## src/rtl/fade_pkg.sv

```systemverilog
// Shared types for the LED fade controller: the fade sequencer state encoding.
`timescale 1ns/1ps
package fade_pkg;

    typedef enum logic [2:0] {
        IDLE      = 3'd0,
        RAMP_UP   = 3'd1,
        HOLD_HIGH = 3'd2,
        RAMP_DOWN = 3'd3,
        HOLD_LOW  = 3'd4
    } fade_state_t;

endpackage

```

## src/rtl/pwm_core.sv

```systemverilog
// PWM engine: free-running period counter, duty compare and end-of-period tick.
// The counter is held at zero while i_clear is high so a fade cycle always
// starts on a clean period boundary.
`timescale 1ns/1ps
module pwm_core #(
    parameter int PWM_INTERVAL = 1200,
    parameter int DW           = $clog2(PWM_INTERVAL + 1)
) (
    input  logic          clk,
    input  logic          rst,
    input  logic          i_clear,
    input  logic [DW-1:0] i_duty,
    output logic          o_pwm,
    output logic          o_tick
);

    localparam logic [DW-1:0] L_LAST = DW'(PWM_INTERVAL - 1);
    localparam logic [DW-1:0] L_ONE  = DW'(1);

    logic [DW-1:0] r_count;

    // Period counter: 0..PWM_INTERVAL-1, wraps, cleared by reset or i_clear.
    always_ff @(posedge clk) begin
        if (rst || i_clear) begin
            r_count <= '0;
        end else if (r_count == L_LAST) begin
            r_count <= '0;
        end else begin
            r_count <= r_count + L_ONE;
        end
    end

    // Duty 0 never drives high; duty PWM_INTERVAL always does, since count < PWM_INTERVAL.
    assign o_pwm  = (r_count < i_duty);
    assign o_tick = (r_count == L_LAST);

endmodule

```

## src/rtl/led_fade_ctrl.sv

```systemverilog
// LED fade sequencer: ramps PWM duty up, holds at full, ramps down, holds at
// zero, then either repeats (loop) or returns to idle with a done pulse.
// Duty only changes on the last count of a period, so every period is whole.
`timescale 1ns/1ps
module led_fade_ctrl
    import fade_pkg::*;
#(
    parameter int PWM_INTERVAL = 1200,
    parameter int STEP_PERIODS = 10,
    parameter int DUTY_STEP    = 12,
    parameter int HOLD_PERIODS = 100
) (
    input  logic                              clk,
    input  logic                              rst,
    input  logic                              start,
    input  logic                              stop,
    input  logic                              loop,
    output logic                              pwm_out,
    output logic                              busy,
    output logic                              done,
    output logic [$clog2(PWM_INTERVAL+1)-1:0] duty
);

    localparam int DW   = $clog2(PWM_INTERVAL + 1);
    localparam int CMAX = (STEP_PERIODS > HOLD_PERIODS) ? STEP_PERIODS : HOLD_PERIODS;
    localparam int CW   = $clog2(CMAX + 1);

    localparam logic [DW:0]   L_STEP_X    = (DW+1)'(DUTY_STEP);
    localparam logic [DW:0]   L_FULL_X    = (DW+1)'(PWM_INTERVAL);
    localparam logic [DW-1:0] L_STEP      = DW'(DUTY_STEP);
    localparam logic [DW-1:0] L_FULL      = DW'(PWM_INTERVAL);
    localparam logic [CW-1:0] L_STEP_LAST = CW'(STEP_PERIODS - 1);
    localparam logic [CW-1:0] L_HOLD_LAST = CW'(HOLD_PERIODS - 1);
    localparam logic [CW-1:0] L_CNT_ONE   = CW'(1);

    if (PWM_INTERVAL < 2 || DUTY_STEP < 1 || DUTY_STEP > PWM_INTERVAL ||
        STEP_PERIODS < 1 || HOLD_PERIODS < 1) begin : g_param_check
        $error("led_fade_ctrl: illegal parameter combination");
    end

    fade_state_t   r_state, w_state_nxt;
    logic [DW-1:0] r_duty,  w_duty_nxt;
    logic [CW-1:0] r_cnt,   w_cnt_nxt;
    logic          r_done,  w_done_nxt;
    logic [DW:0]   w_sum;
    logic          w_tick;
    logic          w_pwm;
    logic          w_clear;

    assign w_clear = (r_state == IDLE);

    pwm_core #(
        .PWM_INTERVAL (PWM_INTERVAL),
        .DW           (DW)
    ) u_pwm_core (
        .clk     (clk),
        .rst     (rst),
        .i_clear (w_clear),
        .i_duty  (r_duty),
        .o_pwm   (w_pwm),
        .o_tick  (w_tick)
    );

    // State, duty, step/hold counter and done pulse registers.
    always_ff @(posedge clk) begin
        if (rst) begin
            r_state <= IDLE;
            r_duty  <= '0;
            r_cnt   <= '0;
            r_done  <= 1'b0;
        end else begin
            r_state <= w_state_nxt;
            r_duty  <= w_duty_nxt;
            r_cnt   <= w_cnt_nxt;
            r_done  <= w_done_nxt;
        end
    end

    // Next-state, next-duty and counter logic; stop overrides everything else.
    always_comb begin
        w_state_nxt = r_state;
        w_duty_nxt  = r_duty;
        w_cnt_nxt   = r_cnt;
        w_done_nxt  = 1'b0;
        w_sum       = {1'b0, r_duty} + L_STEP_X;

        if (stop) begin
            w_state_nxt = IDLE;
            w_duty_nxt  = '0;
            w_cnt_nxt   = '0;
        end else begin
            case (r_state)
                IDLE: begin
                    w_duty_nxt = '0;
                    w_cnt_nxt  = '0;
                    if (start) begin
                        w_state_nxt = RAMP_UP;
                    end else begin
                        w_state_nxt = IDLE;
                    end
                end
                RAMP_UP: begin
                    if (w_tick) begin
                        if (r_cnt == L_STEP_LAST) begin
                            w_cnt_nxt = '0;
                            if (w_sum >= L_FULL_X) begin
                                w_duty_nxt  = L_FULL;
                                w_state_nxt = HOLD_HIGH;
                            end else begin
                                w_duty_nxt = w_sum[DW-1:0];
                            end
                        end else begin
                            w_cnt_nxt = r_cnt + L_CNT_ONE;
                        end
                    end else begin
                        w_cnt_nxt = r_cnt;
                    end
                end
                HOLD_HIGH: begin
                    if (w_tick) begin
                        if (r_cnt == L_HOLD_LAST) begin
                            w_cnt_nxt   = '0;
                            w_state_nxt = RAMP_DOWN;
                        end else begin
                            w_cnt_nxt = r_cnt + L_CNT_ONE;
                        end
                    end else begin
                        w_cnt_nxt = r_cnt;
                    end
                end
                RAMP_DOWN: begin
                    if (w_tick) begin
                        if (r_cnt == L_STEP_LAST) begin
                            w_cnt_nxt = '0;
                            if (r_duty <= L_STEP) begin
                                w_duty_nxt  = '0;
                                w_state_nxt = HOLD_LOW;
                            end else begin
                                w_duty_nxt = r_duty - L_STEP;
                            end
                        end else begin
                            w_cnt_nxt = r_cnt + L_CNT_ONE;
                        end
                    end else begin
                        w_cnt_nxt = r_cnt;
                    end
                end
                HOLD_LOW: begin
                    if (w_tick) begin
                        if (r_cnt == L_HOLD_LAST) begin
                            w_cnt_nxt = '0;
                            if (loop) begin
                                w_state_nxt = RAMP_UP;
                            end else begin
                                w_state_nxt = IDLE;
                                w_done_nxt  = 1'b1;
                            end
                        end else begin
                            w_cnt_nxt = r_cnt + L_CNT_ONE;
                        end
                    end else begin
                        w_cnt_nxt = r_cnt;
                    end
                end
                default: begin
                    w_state_nxt = IDLE;
                    w_duty_nxt  = '0;
                    w_cnt_nxt   = '0;
                end
            endcase
        end
    end

    assign pwm_out = w_pwm;
    assign busy    = (r_state != IDLE);
    assign done    = r_done;
    assign duty    = r_duty;

endmodule

```

## config.mk

```make
export PLATFORM = sky130hd
export DESIGN_NAME = led_fade_ctrl
export DESIGN_NICKNAME = d
export VERILOG_FILES = /design/src/rtl/fade_pkg.sv /design/src/rtl/pwm_core.sv /design/src/rtl/led_fade_ctrl.sv
export SDC_FILE = /design/constraint.sdc
export NUM_CORES = 1
export LEC_CHECK = 0
export ABC_AREA = 1
export BUFFER_PORTS_ARGS = -buffer_cell sky130_fd_sc_hd__buf_2
export CELL_PAD_IN_SITES_DETAIL_PLACEMENT = 0
export CELL_PAD_IN_SITES_GLOBAL_PLACEMENT = 1
export CORE_ASPECT_RATIO = 1.4
export CORE_MARGIN = 2
export CORE_UTILIZATION = 46
export DETAILED_ROUTE_END_ITERATION = 10
export HOLD_SLACK_MARGIN = 0.03
export PLACE_DENSITY = 0.95
export SYNTH_ARGS = -nofsm -noshare
export SYNTH_HDL_FRONTEND = slang
export SYNTH_SLANG_ARGS = --single-unit
export TNS_END_PERCENT = 50
```

## constraint.sdc

```tcl
create_clock -name clk -period 3.1 [get_ports clk]
set_clock_uncertainty 0.15 [all_clocks]
set_input_delay 0.93 -clock clk [delete_from_list [all_inputs] [get_ports clk]]
set_output_delay 0.93 -clock clk [all_outputs]
set_load 0.02 [all_outputs]
```

* Yosys cells after proc, flatten, opt, wreduce, memory -nomap -nowiden
Index checks and enable logic that the tools add are counted.
W data, S select, Z words.
** Operators by class
- $add $sub $neg :: 4
- Order comparisons :: 3
- Equal/unequal tests :: 19
- Mux-type cells :: 26
- Bitwise gates (word level) :: 4
- Reduce and logical (&&, ||, !) cells :: 11
** Operator list (number)
- $mux W11 :: 6
- $pmux W11 S3 :: 1
- $mux W3 :: 10
- $mux W7 :: 4
- $pmux W3 S5 :: 1
- $pmux W7 S2 :: 1
- $add A11 B4 Y12 const B :: 1
- $ge A12 B11 Y1 const B :: 1
- $ne A2 B1 Y1 const B :: 6
- $ne A2 B2 Y1 const B :: 6
- $add A11 B1 Y11 const B :: 1
- $eq A11 B11 Y1 const B :: 1
- $le A11 B4 Y1 const B :: 1
- $lt A11 B11 Y1 :: 1
- $sub A11 B4 Y11 const B :: 1
- $reduce_and A10 Y1 :: 1
- $reduce_or A2 Y1 :: 4
- $add A7 B1 Y7 const B :: 1
- $eq A7 B4 Y1 const B :: 1
- $eq A7 B7 Y1 const B :: 1
- $eq A3 B2 Y1 const B :: 2
- $reduce_and A5 Y1 :: 1
- $reduce_or A5 Y1 :: 1
- $not A1 Y1 :: 4
- 7 further kinds :: 9
** Storage, ports and cells
- Register bits after elaboration :: 33
- Input port bits :: 5
- Output and inout bits :: 14
- Word-level logic and storage cells :: 72

* Logic depth before layout (Yosys ltp)
- Word-level depth :: 6
- Depth in mapped cells :: 16
- Depth with buffers taken out :: 16

* By module
From an unflattened synthesis, not the netlist that was laid out.
** Second synthesis, totals
- Cells, all modules :: 377
- Area, all modules :: 2476.1 um2
** By module, submodules not included
- led_fade_ctrl :: instances 1, cells an instance 247, area each 1611.5 um2, sequential area each 400.4 um2
- pwm_core :: instances 1, cells an instance 130, area each 864.6 um2, sequential area each 220.2 um2

* Worst setup path after synthesis
OpenSTA, ideal clock, no wires.
- Path kind :: register -> output
- From :: register r_duty[4], in the netlist duty[4]
- To :: output port pwm_out
- Arrival time :: 1701 ps
- Data required time :: 2020 ps
- Slack :: 319 ps
- Cell stages (with the launch flop) :: 9
- Buffers on the path :: 1
- Cell sequence :: dfxtp_1 buf_4 inv_2 ha_1 a21oi_1 o31ai_1 nand2_1 o311ai_0 a31oi_1
** Between the ends
- Longest elaborated chain between the ends :: 1
** RTL lines
- start: declaration :: RTL line led_fade_ctrl.sv:42 : logic [DW-1:0] r_duty, w_duty_nxt;
- start signal: assignment :: RTL line led_fade_ctrl.sv:73 : r_duty <= w_duty_nxt;
- $lt A11 B11 Y1 :: RTL line pwm_core.sv:34 : assign o_pwm = (r_count < i_duty);
- end: declaration :: RTL line led_fade_ctrl.sv:18 : output logic pwm_out,
Every way passes these cells.

* Worst setup path in the final report
- From :: register r_duty[10], in the netlist duty[10]
- To :: output port pwm_out
The elaborated chain is that of the path after synthesis.

==> flow_metrics.py <==
metrics = {
    "worst_hold_path": {
        "hold_path_class": "reg -> reg",
        "holdPathStages": 1,
        "hold_path_end": "u_pwm_core.r_count[0]$_SDFF_PP0_",
        "min_from": "u_pwm_core.r_count[0]$_SDFF_PP0_",
    },
    "routing": {
        "finalWirelength_um": 5010,
        "vias_per_cell": 5.07,
        "route.detailed.drc": 0,
        "vias": 2119,
        "drt_pass1_iterations": 4,
        "drt-initial-drc-count": 82,
        "wl_per_cell_um": 12.0,
        "drtAntennaViolNets": 0,
    },
    "global_route": {
        "first_global_vias": 1998,
        "grt_max_degree": 12,
        "gr-total-overflow": 0,
        "antenna_found_initial": 0,
        "grt_use_total": 0.201,
        "grt_pass1_wl_um": 8640,
    },
    "place": {
        "dp_cells": 410,
        "port_buffers": 16,
        "gp_congestion": 0.949,
        "hpwl_um": 3930,
    },
    "cells_and_area": {
        "nFillCells": 456,
        "area_delta_synth_final_pct": 13.2,
        "multi_input_area_um2": 1360,
        "drive_above_1_share": 0.171,
        "n_antenna_cell": 0,
        "regArea_um2": 624,
        "instances_no_fill": 418,
        "nets": 374,
    },
    "setup_path": {
        "startpoint_type": "flip-flop",
        "reg2reg_depth": 11,
        "path_class": "reg -> out",
        "r2r_end": "duty[8]$_SDFFE_PP0P_",
        "critical_path.endpoint_type": "primary output",
        "cp.arrival_ns": 1.86,
        "cp.required_ns": 2.02,
        "cp_max_fo": 7,
        "timing.rr.start": "duty[3]$_SDFFE_PP0P_",
        "r2r_slack_ns": 0.91,
    },
    "floorplan": {
        "pin_count": 19,
        "floorplan.initialDensity": 0.480,
        "row_count": 29,
        "die_width_um": 62.4,
        "die-area_um2": 5340,
        "die_h_um": 85.7,
        "fp.coreArea_um2": 4570,
    },
    "synthesis": {
        "synthCells": 333,
        "synth_area_per_cell_um2": 6.59,
        "ys_seq_area_frac": 0.283,
        "yosys_warnings": 0,
        "ys_seq_elements": 31,
        "ys_types": 35,
        "synth_area_um2": 2190,
    },
    "status": {
        "outcome": "finished, final reports clean",
    },
    "power": {
        "leakage_uw": 0.00115,
        "power.density_nw_per_um2": 515,
        "ir_drop_mv": 0.304,
    },
    "job": {
        "drv_cap": 0,
    },
    "clock_tree": {
        "clock-sinks": 31,
        "htreeDepth": 2,
        "clk_pin_slew_ns": 0.07,
        "cts_tree": "built",
        "clockBufferDepth": 2,
        "worst_skew_pair.late_latency_ns": 0.29,
        "cts_hold_buffers": 0,
        "numCtsBuffers": 5,
        "cts_root_buf": "clkbuf_8",
    },
    "sta": {
        "rsz0062_at_grt": "false",
        "final.period_utilization": 0.949,
        "max_freq_mhz": 340,
        "tns_ns": 0,
        "setup_viol": 0,
        "report.final.slew_viol_count": 0,
        "fin_crit_ns": 2.94,
        "hold_violations": 0,
    },
}
==> layer usage <==
metal	vias to the layer above	share of wire	global-route usage
met4	0	0.041	0.101
met1	924	0.41	0.208
li1	1116	-	-
met5	-	0	0
met3	24	0.040	0.0420
met2	55	0.51	0.382
==> placed cells by master, fill, tap and decap left out, types with 2 or more instances in the layout <==
cell,count
nand2_1,86
inv_1,42
nor2_1,33
dfxtp_1,28
a21oi_1,25
buf_2,16
nand3_1,15
ha_1,14
nor3_1,10
o21ai_0,10
xor2_1,7
nor2_2,7
inv_2,5
nand4_1,5
a21oi_2,5
clkbuf_8,5
nand2_2,4
a31oi_1,3
o21ai_1,3
nand3b_1,3
nor2_4,3
dfxtp_2,3
buf_4,3
nand3_2,2
nand2_4,2
and3_1,2
o211ai_1,2
conb_1,2
bufinv_16,2
==> what timing repair did <==
item | 4_1_cts | 5_1_grt
resized for setup | 0 | 3
setup buffers | 0 | 0
setup endpoints to repair | 0 | 1
==> where the power goes <==
group / internal (µW) / total (µW) / switching (µW) / leakage, µW
Combinational: 101 / 362 / 261 / 0.000839
Clock: 321 / 489 / 169 / 0.0000644
Sequential: 414 / 428 / 14.0 / 0.000251
==> flip-flops by register name, indices dropped and copies added (netlist names) <==
signal              count
r_state                 3
done                    1
duty                    9
r_cnt                   7
u_pwm_core.r_count     11
==> final cells by class <==
class                      count  area share
inverter                      48      0.0726
clock buffer                   5      0.0277
sequential                    31       0.252
tap                           62      0.0313
timing repair buffer          19      0.0413
multi-input combinational    250       0.548
clock inverter                 3      0.0272
==> kinds of logic (layout without fill, tap and decap cells) <==
logic type,after synthesis,in the layout,synth area share
and+or+nand+nor,175,175,0.373
xor gates and xnor gates,7,7,0.0280
other,1,2,0.00171
AOI/OAI and AO/OA,52,52,0.137
adders and majority gates,14,14,0.0799
buffers and inverters,53,75,0.0981
DFF,31,31,0.283
==> cells in the mapped netlist <==
| master | number | area (µm²) |
|---|---|---|
| a21oi_1 | 25 | 125 |
| a21oi_2 | 5 | 43.8 |
| a31oi_1 | 3 | 18.8 |
| and3_1 | 2 | 12.5 |
| buf_4 | 3 | 22.5 |
| clkbuf_1 | 1 | 3.75 |
| clkinv_1 | 1 | 3.75 |
| conb_1 | 1 | 3.75 |
| dfxtp_1 | 31 | 621 |
| dlygate4sd1_1 | 1 | 8.76 |
| ha_1 | 14 | 175 |
| inv_1 | 42 | 158 |
| inv_2 | 5 | 18.8 |
| nand2_1 | 86 | 323 |
| nand2_2 | 4 | 25.0 |
| nand2_4 | 2 | 22.5 |
| nand3_1 | 15 | 75.1 |
| nand3_2 | 2 | 20.0 |
| nand3b_1 | 3 | 22.5 |
| nand4_1 | 5 | 31.3 |
| nor2_1 | 33 | 124 |
| nor2_2 | 7 | 43.8 |
| nor2_4 | 3 | 33.8 |
| nor3_1 | 10 | 50.1 |
| nor4_1 | 1 | 6.26 |
| nor4_4 | 1 | 21.3 |
| o211ai_1 | 2 | 15.0 |
| o21a_1 | 1 | 7.51 |
| o21ai_0 | 10 | 50.1 |
| o21ai_1 | 3 | 15.0 |
| o21ai_2 | 1 | 8.76 |
| o311ai_0 | 1 | 8.76 |
| o31ai_1 | 1 | 7.51 |
| or2_2 | 1 | 6.26 |
| xor2_1 | 7 | 61.3 |
==> worst max-delay path, cell delays in order (launching register included) <==
cell and delay, ns:
dfxtp_1 0.47, inv_1 0.09, ha_1 0.30, inv_1 0.05, nor3_1 0.25, nand2_1 0.07, o311ai_0 0.09, a31oi_1 0.08
buf_2 0.17
==> worst max-delay path by stage <==
stage / startpoint / endpoint / slack, ns / cells after the start
after floorplan: duty[4]$_SDFFE_PP0P_ / pwm_out / 0.32 / 8
after global placement: duty[4]$_SDFFE_PP0P_ / pwm_out / 0.39 / 8
after detailed placement: duty[4]$_SDFFE_PP0P_ / pwm_out / 0.38 / 8
after CTS: duty[4]$_SDFFE_PP0P_ / pwm_out / 0.06 / 8
after global routing: duty[4]$_SDFFE_PP0P_ / pwm_out / 0.03 / 8
final: duty[10]$_SDFFE_PP0P_ / pwm_out / 0.16 / 8
==> metrics by stage <==
step                      total power [µW]  instance area, µm²  setup WS [ns]  utilization  hold slack, ns
after CTS                             1290                2480         0.0589        0.542           0.300
final                                 1280                2480          0.157        0.543           0.305
after global routing                  1350                2480         0.0281        0.543           0.323
after detailed placement               799                2340          0.379        0.512           0.287
after global placement                 800                2340          0.385        0.512           0.281
after floorplan                        712                2200          0.319            -           0.268
No activity file was read; power rests on OpenSTA's default activity.
